[config.mk]
export PLATFORM = sky130hd
export DESIGN_NAME = rf_cmd_ctrl
export DESIGN_NICKNAME = d
export VERILOG_FILES = /design/src/rtl/rf_cmd_ctrl.sv
export SDC_FILE = /design/constraint.sdc
export NUM_CORES = 1
export LEC_CHECK = 0
export BUFFER_PORTS_ARGS = -buffer_cell sky130_fd_sc_hd__buf_4
export CAP_MARGIN = 20
export CORE_ASPECT_RATIO = 1.25
export CORE_MARGIN = 2
export CORE_UTILIZATION = 38
export CTS_BUF_LIST = sky130_fd_sc_hd__clkbuf_8
export CTS_CLUSTER_DIAMETER = 30
export DETAILED_ROUTE_END_ITERATION = 10
export PLACE_DENSITY = 0.75
export SYNTH_ARGS = -nofsm -noshare
export SYNTH_HDL_FRONTEND = slang
export SYNTH_SLANG_ARGS = --single-unit
[constraint.sdc]
create_clock -name CLK -period 4.46 [get_ports CLK]
set_input_delay 0.223 -clock CLK [delete_from_list [all_inputs] [get_ports CLK]]
set_output_delay 0.223 -clock CLK [all_outputs]
set_load 0.005 [all_outputs]
[src/rtl/rf_cmd_ctrl.sv]
`timescale 1ns/1ps
// rf_cmd_ctrl
// Byte-oriented command decoder that sits between a receive byte stream and
// a register file, and returns read data to a transmit buffer.
//
// Command formats (one byte per RX_D_VLD strobe):
//   write : 0xAA, addr, data  -> one WrEn pulse with Address/WrData
//   read  : 0xBB, addr        -> one RdEn pulse, wait for RdData_valid,
//                                then one TX_D_VLD pulse with the read byte
// Unknown opcodes, out-of-range addresses and read timeouts raise a
// one-cycle CMD_ERR pulse and return to IDLE.
//
// Ports:
//   CLK, RST_n          clock (rising edge), asynchronous active-low reset
//   RX_P_DATA/RX_D_VLD  received byte and its one-cycle strobe
//   RdData/RdData_valid register-file read data and its strobe
//   FIFO_FULL           transmit buffer full (holds the response)
//   WrEn/RdEn           register-file write / read enable pulses
//   Address/WrData      register-file address and write data (held)
//   TX_P_DATA/TX_D_VLD  response byte (held) and its one-cycle strobe
//   CMD_ERR             one-cycle error pulse
// Every output comes straight from a register.

module rf_cmd_ctrl #(
  parameter int DATA_WIDTH = 8,
  parameter int ADDR_WIDTH = 4,
  parameter int RD_TIMEOUT = 4
) (
  input  logic                  CLK,
  input  logic                  RST_n,
  input  logic [DATA_WIDTH-1:0] RX_P_DATA,
  input  logic                  RX_D_VLD,
  input  logic [DATA_WIDTH-1:0] RdData,
  input  logic                  RdData_valid,
  input  logic                  FIFO_FULL,
  output logic                  WrEn,
  output logic                  RdEn,
  output logic [ADDR_WIDTH-1:0] Address,
  output logic [DATA_WIDTH-1:0] WrData,
  output logic [DATA_WIDTH-1:0] TX_P_DATA,
  output logic                  TX_D_VLD,
  output logic                  CMD_ERR
);

  typedef enum logic [2:0] {
    IDLE,
    WR_ADDR,
    WR_DATA,
    RD_ADDR,
    RD_WAIT,
    TX_SEND
  } state_t;

  localparam logic [DATA_WIDTH-1:0] OP_WR = DATA_WIDTH'(8'hAA);
  localparam logic [DATA_WIDTH-1:0] OP_RD = DATA_WIDTH'(8'hBB);

  // Counter only needs to reach RD_TIMEOUT-1: the timeout fires on the
  // RD_TIMEOUT-th cycle spent in RD_WAIT without read data.
  localparam int CNT_W = (RD_TIMEOUT > 1) ? $clog2(RD_TIMEOUT) : 1;
  localparam logic [CNT_W-1:0] CNT_LAST = CNT_W'(RD_TIMEOUT - 1);

  state_t                  state_reg, state_next;
  logic [CNT_W-1:0]        cnt_reg, cnt_next;
  logic                    wr_en_reg, wr_en_next;
  logic                    rd_en_reg, rd_en_next;
  logic [ADDR_WIDTH-1:0]   address_reg, address_next;
  logic [DATA_WIDTH-1:0]   wr_data_reg, wr_data_next;
  logic [DATA_WIDTH-1:0]   tx_data_reg, tx_data_next;
  logic                    tx_vld_reg, tx_vld_next;
  logic                    cmd_err_reg, cmd_err_next;
  logic                    addr_ok;

  // An address byte is legal only if no bit above the address field is set.
  assign addr_ok = ((RX_P_DATA >> ADDR_WIDTH) == '0);

  always_ff @(posedge CLK or negedge RST_n) begin
    if (!RST_n) begin
      state_reg   <= IDLE;
      cnt_reg     <= '0;
      wr_en_reg   <= 1'b0;
      rd_en_reg   <= 1'b0;
      address_reg <= '0;
      wr_data_reg <= '0;
      tx_data_reg <= '0;
      tx_vld_reg  <= 1'b0;
      cmd_err_reg <= 1'b0;
    end else begin
      state_reg   <= state_next;
      cnt_reg     <= cnt_next;
      wr_en_reg   <= wr_en_next;
      rd_en_reg   <= rd_en_next;
      address_reg <= address_next;
      wr_data_reg <= wr_data_next;
      tx_data_reg <= tx_data_next;
      tx_vld_reg  <= tx_vld_next;
      cmd_err_reg <= cmd_err_next;
    end
  end

  always_comb begin
    // Pulses default low; data registers default to holding their value.
    state_next   = state_reg;
    cnt_next     = cnt_reg;
    wr_en_next   = 1'b0;
    rd_en_next   = 1'b0;
    address_next = address_reg;
    wr_data_next = wr_data_reg;
    tx_data_next = tx_data_reg;
    tx_vld_next  = 1'b0;
    cmd_err_next = 1'b0;

    unique case (state_reg)
      IDLE: begin
        if (RX_D_VLD) begin
          if (RX_P_DATA == OP_WR)      state_next = WR_ADDR;
          else if (RX_P_DATA == OP_RD) state_next = RD_ADDR;
          else                         cmd_err_next = 1'b1;
        end
      end

      WR_ADDR: begin
        if (RX_D_VLD) begin
          if (addr_ok) begin
            address_next = RX_P_DATA[ADDR_WIDTH-1:0];
            state_next   = WR_DATA;
          end else begin
            cmd_err_next = 1'b1;
            state_next   = IDLE;
          end
        end
      end

      WR_DATA: begin
        if (RX_D_VLD) begin
          wr_data_next = RX_P_DATA;
          wr_en_next   = 1'b1;
          state_next   = IDLE;
        end
      end

      RD_ADDR: begin
        if (RX_D_VLD) begin
          if (addr_ok) begin
            address_next = RX_P_DATA[ADDR_WIDTH-1:0];
            rd_en_next   = 1'b1;
            cnt_next     = '0;
            state_next   = RD_WAIT;
          end else begin
            cmd_err_next = 1'b1;
            state_next   = IDLE;
          end
        end
      end

      // RX bytes arriving here and in TX_SEND are deliberately not looked at.
      RD_WAIT: begin
        if (RdData_valid) begin
          tx_data_next = RdData;
          state_next   = TX_SEND;
        end else if (cnt_reg == CNT_LAST) begin
          cmd_err_next = 1'b1;
          state_next   = IDLE;
        end else begin
          cnt_next = cnt_reg + 1'b1;
        end
      end

      TX_SEND: begin
        if (!FIFO_FULL) begin
          tx_vld_next = 1'b1;
          state_next  = IDLE;
        end
      end

      default: state_next = IDLE;
    endcase
  end

  assign WrEn      = wr_en_reg;
  assign RdEn      = rd_en_reg;
  assign Address   = address_reg;
  assign WrData    = wr_data_reg;
  assign TX_P_DATA = tx_data_reg;
  assign TX_D_VLD  = tx_vld_reg;
  assign CMD_ERR   = cmd_err_reg;

endmodule

* Yosys cells after proc, flatten, opt, wreduce, memory -nomap -nowiden
Cells that the tools add are included. W data, S select, Z words.
Operators by class: add/sub/neg operators 1, equality and inequality tests 18, muxes and demuxes 32, reductions and logical operators 9
Operators by type and width (count):
- $mux W3 | 10
- $pmux W3 S6 | 1
- $eq A8 B8 Y1 const B | 2
- $ne A2 B2 Y1 const B | 8
- $mux W1 | 14
- $mux W2 | 5
- $logic_not A8 Y1 | 1
- $reduce_and A7 Y1 | 1
- $eq A3 B2 Y1 const B | 2
- $eq A3 B3 Y1 const B | 2
- $ne A3 B3 Y1 const B | 2
- $reduce_and A5 Y1 | 1
- $pmux W2 S2 | 1
- $reduce_and A2 Y1 | 2
- $eq A3 B1 Y1 const B | 1
- $logic_not A3 Y1 | 1
- $pmux W1 S3 | 1
- $reduce_and A3 Y1 | 1
- $add A2 B1 Y2 const B | 1
- $eq A2 B2 Y1 const B | 1
- $reduce_bool A2 Y1 | 1
- $reduce_or A2 Y1 | 1
Word-level totals: register bits after elaboration 29, bits of input ports 21, output and inout bits 24, word-level logic and storage cells 69

* Logic depth before layout (Yosys ltp)
Gate-level depths: netlist of run 1.
depth in word-level cells 5, depth in mapped cells 5, gate-level depth less buffers 5

* Worst setup path after synthesis of run 1
No wires, ideal clock.
path kind reg2reg, start point reg cnt_reg[0], end point reg state_reg[0], library setup time 0.135 ns, arrival time 1.391 ns, required time 4.325 ns, setup slack 2.934 ns, stages on the path, launching flop included 6, path buffers 0, clock period less this slack 1.526 ns, path through dfrtp_1 ha_1 or3_1 or2_2 nand2b_1 a222oi_1
Between the ends: word-level cells in the longest chain between the ends 3
Ends and longest elaborated chain:
- from (decl) | line 63 | logic [CNT_W-1:0] cnt_reg, cnt_next;
- from (signal assigned) | line 89 | cnt_reg <= cnt_next;
- $eq A2 B2 Y1 | line 160 | end else if (cnt_reg == CNT_LAST) begin
- $ne A3 B3 Y1 (no line)
- $reduce_and A7 Y1 (no line)
- to (signal assigned) | line 88 | state_reg <= state_next;
- to (decl) | line 62 | state_t state_reg, state_next;
Every way passes these cells. A chain may end at the register's enable or synchronous reset.

* Worst setup path in the final report of run 1
start point reg state_reg[1], end point reg tx_data_reg[7], in the netlist TX_P_DATA[7]
Between the ends: word-level cells in the longest chain between the ends 2
Ends and longest elaborated chain:
- $eq A3 B3 Y1 | line 112 | unique case (state_reg)
- $reduce_and A2 Y1 (no line)
- to (signal assigned) | line 94 | tx_data_reg <= tx_data_next;
- to (decl) | line 68 | logic [DATA_WIDTH-1:0] tx_data_reg, tx_data_next;
Every way passes these cells.

==> results of run 1 <==
==> where the power goes <==
| group | total, W | internal (W) | switching (W) |
|---|---|---|---|
| logic | 0.000108 | 0.0000686 | 0.0000393 |
| registers | 0.000311 | 0.000294 | 0.0000168 |
| clock network | 0.000195 | 0.000104 | 0.0000915 |
==> stage by stage <==
| stage | util, % | total power [W] | cell area (um^2) | hold slack [ns] | instances |
|---|---|---|---|---|---|
| finish | 53.80 | 0.0006142 | 1734 | 0.1208 | 185 |
| global route | 53.80 | 0.0006510 | 1734 | 0.1201 | 185 |
| CTS | 53.80 | 0.0006228 | 1734 | 0.1137 | 185 |
| detailed placement | 51.01 | 0.0004246 | 1644 | 0.1659 | 176 |
| global placement | 51.01 | 0.0004189 | 1644 | 0.1544 | 176 |
| floorplan | - | 0.0003517 | 1285 | -0.07259 | 98 |
==> metal layers <==
layer / up-vias / GRT usage [%] / routed length, um
li1: 458 / - / -
met1: 486 / 19.73 / 1100
met2: 53 / 26.93 / 1547
met3: 4 / 4.128 / 191
met4: 0 / 7.407 / 38
met5: - / 0 / 0
==> worst register-to-register path, stage by stage (launching register included) <==
cell and delay, ns:
dfrtp_1 0.48, nand2b_1 0.29, nor2_2 0.43, mux2_2 0.39
==> final timing paths <==
check,cells after the start,endpoint
worst min-delay path,2,TX_D_VLD
worst max register to register,3,TX_P_DATA[7]
max in group asynchronous,2,TX_P_DATA[5]
worst max-delay path,3,TX_P_DATA[7]
min in group asynchronous,2,TX_P_DATA[1]
worst min register to register,1,cnt_reg[0]
==> repair_timing <==
item                                    4_1_cts  5_1_grt
endpoints found under the setup margin        0        0
hold buffers                                  1        0
endpoints found under the hold margin        29        0
==> kinds of logic (layout without fill, tap and decap cells) <==
family	after synthesis	after routing	synth area share, %
compound gates	13	13	6.718
flops	29	29	56.48
fa+ha+maj	1	1	0.9736
mux	20	20	17.53
xor+xnor	1	1	0.6817
buf+inv	5	55	1.948
simple gates	29	29	15.68
==> layout make-up <==
cell class	count	area [um^2]	area share, %
inverters	2	7.507	0.4329
multi-input cells	64	534.3	30.81
clock buffers	5	68.82	3.968
clock inverters	3	11.26	0.6494
well taps	37	46.29	2.670
flip-flops and latches	29	725.7	41.85
repair buffers	45	340.3	19.62
==> placed cells by master, fill, tap and decap left out, types with 2 or more instances in the layout <==
cell type,netlist,final
inv_1,2,5
mux2_2,20,20
nand3_1,2,2
o21ai_0,5,5
nand2_1,7,7
clkbuf_8,0,5
nor2_1,2,2
nand2b_1,3,3
dfrtp_1,29,29
nor3_1,2,2
buf_4,1,44
a21o_1,2,2
nand4b_1,2,2
==> reports/qor.txt, run 1 <==
status -> complete, no violations
Chip Height -> 69.02 um
Buffers on Ports -> 44
Area Overhead vs Synth -> 34.96%
vias after detailed routing -> 1,001
Crit Path Class -> flop to flop
post-route minimum period -> 1.701 ns
Die Footprint -> 0.003866 mm^2
Final Wtd Congestion -> 0.9174
RSZ-0062 raised after global routing -> false
WL final -> 2878 um
PwrDens -> 354.2 mW/mm^2
total CTS buffers -> 5
min-delay src -> FIFO_FULL
pre-CTS setup slack -> 2.771 ns
leak pwr -> 0.8731 nW
syn_nets -> 120
Die X -> 56.01 um
syn_area_per_cell -> 13.11 um^2
Root Buffer -> clkbuf_8
synthesized area -> 0.001285 mm^2
clock sink total -> 29
Crit path max-delay family -> simple AND/OR/NAND/NOR gates
DR iter-0 viols -> 26
setup tns final -> 0 ns
max_cap viols -> 0
Post-synth top cells -> dfrtp_1 (29), mux2_2 (20), nand2_1 (7), o21ai_0 (5), nand2b_1 (3)
Yosys top cell area share -> 56.48%
via/cell ratio -> 5.411
FMAX -> 587.7 MHz
Total GRT Usage -> 16.28%
Worst-path clk slew -> 0.06 ns
top_reg_cell synth -> dfrtp_1
startpoint class of the critical path -> flop
core box area -> 0.003223 mm^2
first-pass iteration count of the detailed router -> 4
GRT overflow -> 0
Setup Fix Bufs, Post-CTS -> 0
hpwl dp -> 2126 um
final period utilization -> 38.15%
Finish-stage setup viols -> 0
row cnt -> 23
Critical Path RT -> 4.62 ns
antenna violations before repair -> 0
normalized max-slew margin -> 58.97%
final setup margin -> 2.759 ns
FF-to-FF setup slack -> 2.76 ns
Routed Antenna Nets -> 0
worst slew pin tran -> 0.6129 ns
global-route wire length before repair -> 4905 um
flops & latches, synth -> 29
share of flip-flops with an asynchronous set or reset -> 100.0%
Skew-Pair Late Insertion Delay -> 0.27 ns
CTS tree -> yes
final slew viol count -> 0
fill count -> 299
Crit. Startpoint -> state_reg[1]
Initial Utilization -> 39.87%
Clock H-tree levels -> 2
Fin. Hold Viols -> 0
Post-synth EDFFs -> 0
Netlist cell types -> 32
Yosys warning count -> 0
largest net degree at the start of global routing -> 30
post-synth top area cell -> dfrtp_1
Routed wire per std cell -> 15.56 um
Mapped Cells -> 98
vias in the first global route -> 1,030
I/O Pins -> 45
share of layout cells above drive strength 1 -> 50.00%
count leader, synth -> dfrtp_1
CTS Buffer Depth -> 2
worst min path class -> primary input to flop
Clock Skew -> 0.004745 ns
CP Buf/Inv Count -> 0
crit-path max cell delay -> 0.48 ns
Remaining DRCs -> 0
kind of end point of the critical path -> flop
worst path arrival time -> 1.86 ns
worst path cell trace -> nand2b_1, nor2_2, mux2_2
slowest CP cell -> dfrtp_1
Net count, final -> 169
sequential fraction of the synthesis area -> 56.48%
critical path peak fanout -> 11
n_diodes -> 0
post-cts resize count -> 0
VDD IR max -> 0.3591 mV
Synth area leaders -> dfrtp_1 (56%), mux2_2 (18%), nand2_1 (2.0%)
r2r startpoint -> state_reg[1]
(Power assumes the default switching activity.)
==> run 2, diff against run 1 <==
--- a/config.mk
+++ b/config.mk
@@ -13,7 +13,7 @@
 export CTS_BUF_LIST = sky130_fd_sc_hd__clkbuf_8
 export CTS_CLUSTER_DIAMETER = 30
 export DETAILED_ROUTE_END_ITERATION = 10
-export PLACE_DENSITY = 0.75
+export PLACE_DENSITY = 0.77
 export SYNTH_ARGS = -nofsm -noshare
 export SYNTH_HDL_FRONTEND = slang
 export SYNTH_SLANG_ARGS = --single-unit
==> constraint.sdc (replaced) <==
create_clock -name CLK -period 1.5 [get_ports CLK]
set_input_delay 0.075 -clock CLK [delete_from_list [all_inputs] [get_ports CLK]]
set_output_delay 0.075 -clock CLK [all_outputs]
set_load 0.005 [all_outputs]
==> reports/qor.txt, run 2 (synthesis results as in run 1) <==
status -> finished, violations left
failing checks -> negative setup slack
RSZ-0062 raised after global routing -> true
DR iter-0 viols -> 28
GRT overflow -> 0
kind of end point of the critical path -> flop
Finish-stage setup viols -> 4
antenna violations before repair -> 0
max_cap viols -> 0
met3 GRT Util -> 5.441%
WL final -> 3113 um
Final Wtd Congestion -> 0.9211
clock sink total -> 29
total CTS buffers -> 5
critical path peak fanout -> 4
Die Footprint -> 0.003866 mm^2
global-route wire length before repair -> 4926 um
Clock H-tree levels -> 2
grt met2 use -> 28.10%
FF-to-FF setup slack -> -0.03 ns
GRT Max-Usage Layer -> met2
Buffers on Ports -> 44
most frequent cells in the layout -> buf_4 (50), dfrtp_1 (27), mux2_2 (20)
Root Buffer -> clkbuf_8
met1 Track Usage GR -> 17.50%
Remaining DRCs -> 0
largest net degree at the start of global routing -> 30
hpwl dp -> 2281 um
Critical Path RT -> 1.64 ns
share of layout cells above drive strength 1 -> 58.97%
row cnt -> 23
Final Util -> 57.41%
CTS Buffer Depth -> 2
Chip Height -> 69.02 um
leak pwr -> 0.9212 nW
vias in the first global route -> 1,095
Skew-Pair Late Insertion Delay -> 0.28 ns
Routed wire per std cell -> 16.13 um
post-route insts no fill -> 193
Die X -> 56.01 um
final setup margin -> -0.03370 ns
startpoint class of the critical path -> flop
Reg2Reg Capture Point -> state_reg[0]
VDD IR max -> 0.6495 mV
worst path arrival time -> 1.68 ns
vias after detailed routing -> 1,023
Reg2Reg Depth -> 5
core box area -> 0.003223 mm^2
pre-CTS setup slack -> -0.09437 ns
FMAX -> 652.0 MHz
Hold EP -> TX_P_DATA[5]
Fin. Hold Viols -> 0
Post-Place Cells -> 182
Net count, final -> 177
via/cell ratio -> 5.301
first-pass iteration count of the detailed router -> 4
Total GRT Usage -> 16.15%
worst slew pin tran -> 0.3583 ns
final slew viol count -> 0
Worst-path clk slew -> 0.06 ns
CTS tree -> yes
Routed Antenna Nets -> 0
most common cell after layout, fill and taps aside -> buf_4
n_diodes -> 0
r2r startpoint -> cnt_reg[0]
Clock Skew -> 0.005297 ns
min-delay src -> RdData[5]
PwrDens -> 1005 mW/mm^2
Area Overhead vs Synth -> 44.01%
Crit Path Class -> flop to flop
normalized max-slew margin -> 76.11%
hold depth -> 2
I/O Pins -> 45
final period utilization -> 102.2%
Initial Utilization -> 39.87%
worst min path class -> primary input to flop
post-route minimum period -> 1.534 ns
==> run 2: cell count changes in the layout (fill, tap and decap cells not counted), sizes merged <==
cell         before  now
buf              44   51
clkinv            0    2
dlygate4sd3       1    2
inv               5    3
==> run 2: routing by layer <==
layer / wire length, um / part of all wire [%]
met3: 230 / 7.4
met1: 1160 / 37
met5: 0 / 0
met4: 51 / 1.6
met2: 1671 / 54
==> run 2: worst max-delay path by stage <==
stage | endpoint | slack (ns) | start | depth (start not counted)
6_report | state_reg[0] | -0.03 | cnt_reg[0] | 5
5_1_grt | state_reg[0] | -0.08 | cnt_reg[0] | 5
4_1_cts | state_reg[0] | -0.01 | cnt_reg[0] | 5
3_5_place_dp | state_reg[0] | -0.09 | cnt_reg[0] | 5
3_3_place_gp | state_reg[0] | -0.001 | cnt_reg[0] | 5
2_1_floorplan | WrData[0] | 0.01 | state_reg[0] | 3
==> run 2: stage by stage <==
stage / hold slack [ns] / power, W / setup TNS [ns] / cell area (um^2)
floorplan: -0.2206 / 0.001046 / 0 / 1287
global placement: 0.01045 / 0.001246 / -0.001056 / 1704
detailed placement: 0.01927 / 0.001267 / -0.2074 / 1704
CTS: 0.02607 / 0.001872 / -0.009520 / 1837
global route: 0.02099 / 0.001948 / -0.2410 / 1851
finish: 0.03070 / 0.001860 / -0.06908 / 1851
==> run 2: what timing repair did <==
| action | in CTS | in global routing |
|---|---|---|
| hold endpoints to repair | 30 | 0 |
| hold buffers | 2 | 0 |
| gates resized for setup | 7 | 3 |
| setup buffers | 0 | 1 |
| setup endpoints to repair | 5 | 9 |
| pin swaps | 1 | 3 |
==> run 2: power by group <==
group          switching, W  internal, W  leakage (nW)  total, W
logic              0.000123     0.000215         0.488  0.000338
clock network      0.000283     0.000313        0.0491  0.000597
registers         0.0000508     0.000875         0.384  0.000926
total              0.000456      0.00140         0.921   0.00186
==> run 2: cell type report <==
class | instances | area, um^2
clock buffers | 5 | 68.82
clock inverters | 3 | 13.76
fillers | 272 | 1373
inverters | 2 | 7.507
multi-input cells | 64 | 570.5
flip-flops and latches | 29 | 728.2
well taps | 37 | 46.29
repair buffers | 53 | 415.4
==> run 2: critical path, stage by stage, from the launching register on <==
cell and delay [ns]:
dfrtp_1 0.40, ha_2 0.19, or3_4 0.34, or2_4 0.29, nand2b_4 0.09, a222oi_1 0.10
==> run 3, diff against run 2 <==
--- a/config.mk
+++ b/config.mk
@@ -13,6 +13,7 @@
 export CTS_BUF_LIST = sky130_fd_sc_hd__clkbuf_8
 export CTS_CLUSTER_DIAMETER = 30
 export DETAILED_ROUTE_END_ITERATION = 10
+export GPL_TIMING_DRIVEN = 0
 export PLACE_DENSITY = 0.77
 export SYNTH_ARGS = -nofsm -noshare
 export SYNTH_HDL_FRONTEND = slang
==> reports/qor.txt, run 3 (synthesis results as in run 1) <==
status -> finished, violations left
failing checks -> negative setup slack
max_cap viols -> 0
final slew viol count -> 0
largest net degree at the start of global routing -> 30
first-pass iteration count of the detailed router -> 4
Clock Skew -> 0.006148 ns
Root Buffer -> clkbuf_8
startpoint class of the critical path -> flop
post-route minimum period -> 1.547 ns
worst slew pin tran -> 0.3607 ns
n_diodes -> 0
most frequent cells in the layout -> buf_4 (49), dfrtp_1 (29), mux2_2 (12)
Final Wtd Congestion -> 0.9663
leak pwr -> 0.9573 nW
Buffers on Ports -> 44
final period utilization -> 103.1%
PwrDens -> 1012 mW/mm^2
Die X -> 56.01 um
CTS tree -> yes
Net count, final -> 181
RSZ-0062 raised after global routing -> true
pre-CTS setup slack -> -0.1844 ns
Crit Path Class -> flop to flop
CTS Buffer Depth -> 2
global-route wire length before repair -> 4754 um
DR iter-0 viols -> 10
kind of end point of the critical path -> flop
Chip Height -> 69.02 um
most common cell after layout, fill and taps aside -> buf_4
Routed wire per std cell -> 16.60 um
clock sink total -> 29
row cnt -> 23
Routed Antenna Nets -> 0
via/cell ratio -> 5.260
WL final -> 3253 um
core box area -> 0.003223 mm^2
Remaining DRCs -> 0
Finish-stage setup viols -> 6
Worst-path clk slew -> 0.06 ns
Total GRT Usage -> 16.28%
share of layout cells above drive strength 1 -> 59.12%
normalized max-slew margin -> 75.95%
fill count -> 260
Area Overhead vs Synth -> 49.76%
antenna violations before repair -> 0
I/O Pins -> 45
Clock H-tree levels -> 2
Fin. Hold Viols -> 0
Initial Utilization -> 39.87%
Die Footprint -> 0.003866 mm^2
post-route insts no fill -> 196
FMAX -> 646.6 MHz
GRT overflow -> 0
total CTS buffers -> 5
worst min path class -> primary input to flop
Critical Path RT -> 1.66 ns
worst path arrival time -> 1.71 ns
final setup margin -> -0.04661 ns
Post-Place Cells -> 179
critical path peak fanout -> 4
vias after detailed routing -> 1,031
hpwl dp -> 2065 um
VDD IR max -> 0.7755 mV
Skew-Pair Late Insertion Delay -> 0.29 ns
vias in the first global route -> 1,036
run 3: stage by stage:
step,power [W],area (um^2),hold WS [ns],setup TNS [ns],util (%)
2_1_floorplan,0.001046,1287,-0.2206,0,-
3_3_place_gp,0.001246,1664,0.007355,-1.628,51.63
3_5_place_dp,0.001270,1664,0.01549,-2.715,51.63
4_1_cts,0.001927,1826,0.01901,-0.06636,56.64
5_1_grt,0.002043,1924,0.01898,-0.6847,59.71
6_report,0.001947,1924,0.02364,-0.1311,59.71
run 3: final cells by class:
class                   instances  area [um^2]  share of cell area (%)
inverters                       2        7.507                  0.3901
clock inverters                 1        3.754                  0.1951
well taps                      37        46.29                   2.406
repair buffers                 53        404.1                   21.00
flip-flops and latches         29        725.7                   37.71
clock buffers                   6        82.58                   4.291
multi-input cells              65        626.9                   32.57
plain buffers                   3        27.53                   1.430
run 3: worst max-delay path, cell delays in order, from the launching register on:
cell and delay (ns):
dfrtp_1 0.41, ha_2 0.19, or3_4 0.35, or2_4 0.29, nand2b_4 0.09, a222oi_1 0.10
run 3: path summary, 6_finish.rpt:
check                               endpoint    startpoint  cells past startpoint  slack [ns]
worst min register to register  TX_P_DATA[7]  TX_P_DATA[7]                      1        0.51
worst min-delay path            TX_P_DATA[2]     RdData[2]                      2        0.02
worst max register to register  state_reg[0]    cnt_reg[0]                      5       -0.05
min in group asynchronous         Address[3]         RST_n                      2        0.24
worst max-delay path            state_reg[0]    cnt_reg[0]                      5       -0.05
max in group asynchronous       TX_P_DATA[7]         RST_n                      2        0.99
run 3: what timing repair did:
action / CTS / global route
buffers inserted: 3 / 2
setup endpoints to repair: 21 / 24
hold endpoints to repair: 30 / 0
gates cloned: 0 / 3
pin swaps: 4 / 3
resized for setup: 8 / 20
hold buffers: 2 / 0
run 3: report_power, final:
part / total (W) / leakage [nW] / internal [W] / switching, W
Sequential: 0.000931 / 0.387 / 0.000876 / 0.0000557
Combinational: 0.000375 / 0.522 / 0.000242 / 0.000133
Clock: 0.000641 / 0.0485 / 0.000356 / 0.000285
run 3: routing by layer:
metal	part of all wire [%]	wire length, um	GRT usage (%)	vias up
met5	0	0	0	-
met4	1.9	61	8.730	0
met3	5.1	165	6.004	7
met2	54	1759	27.45	33
met1	39	1267	17.40	508
li1	-	-	-	483
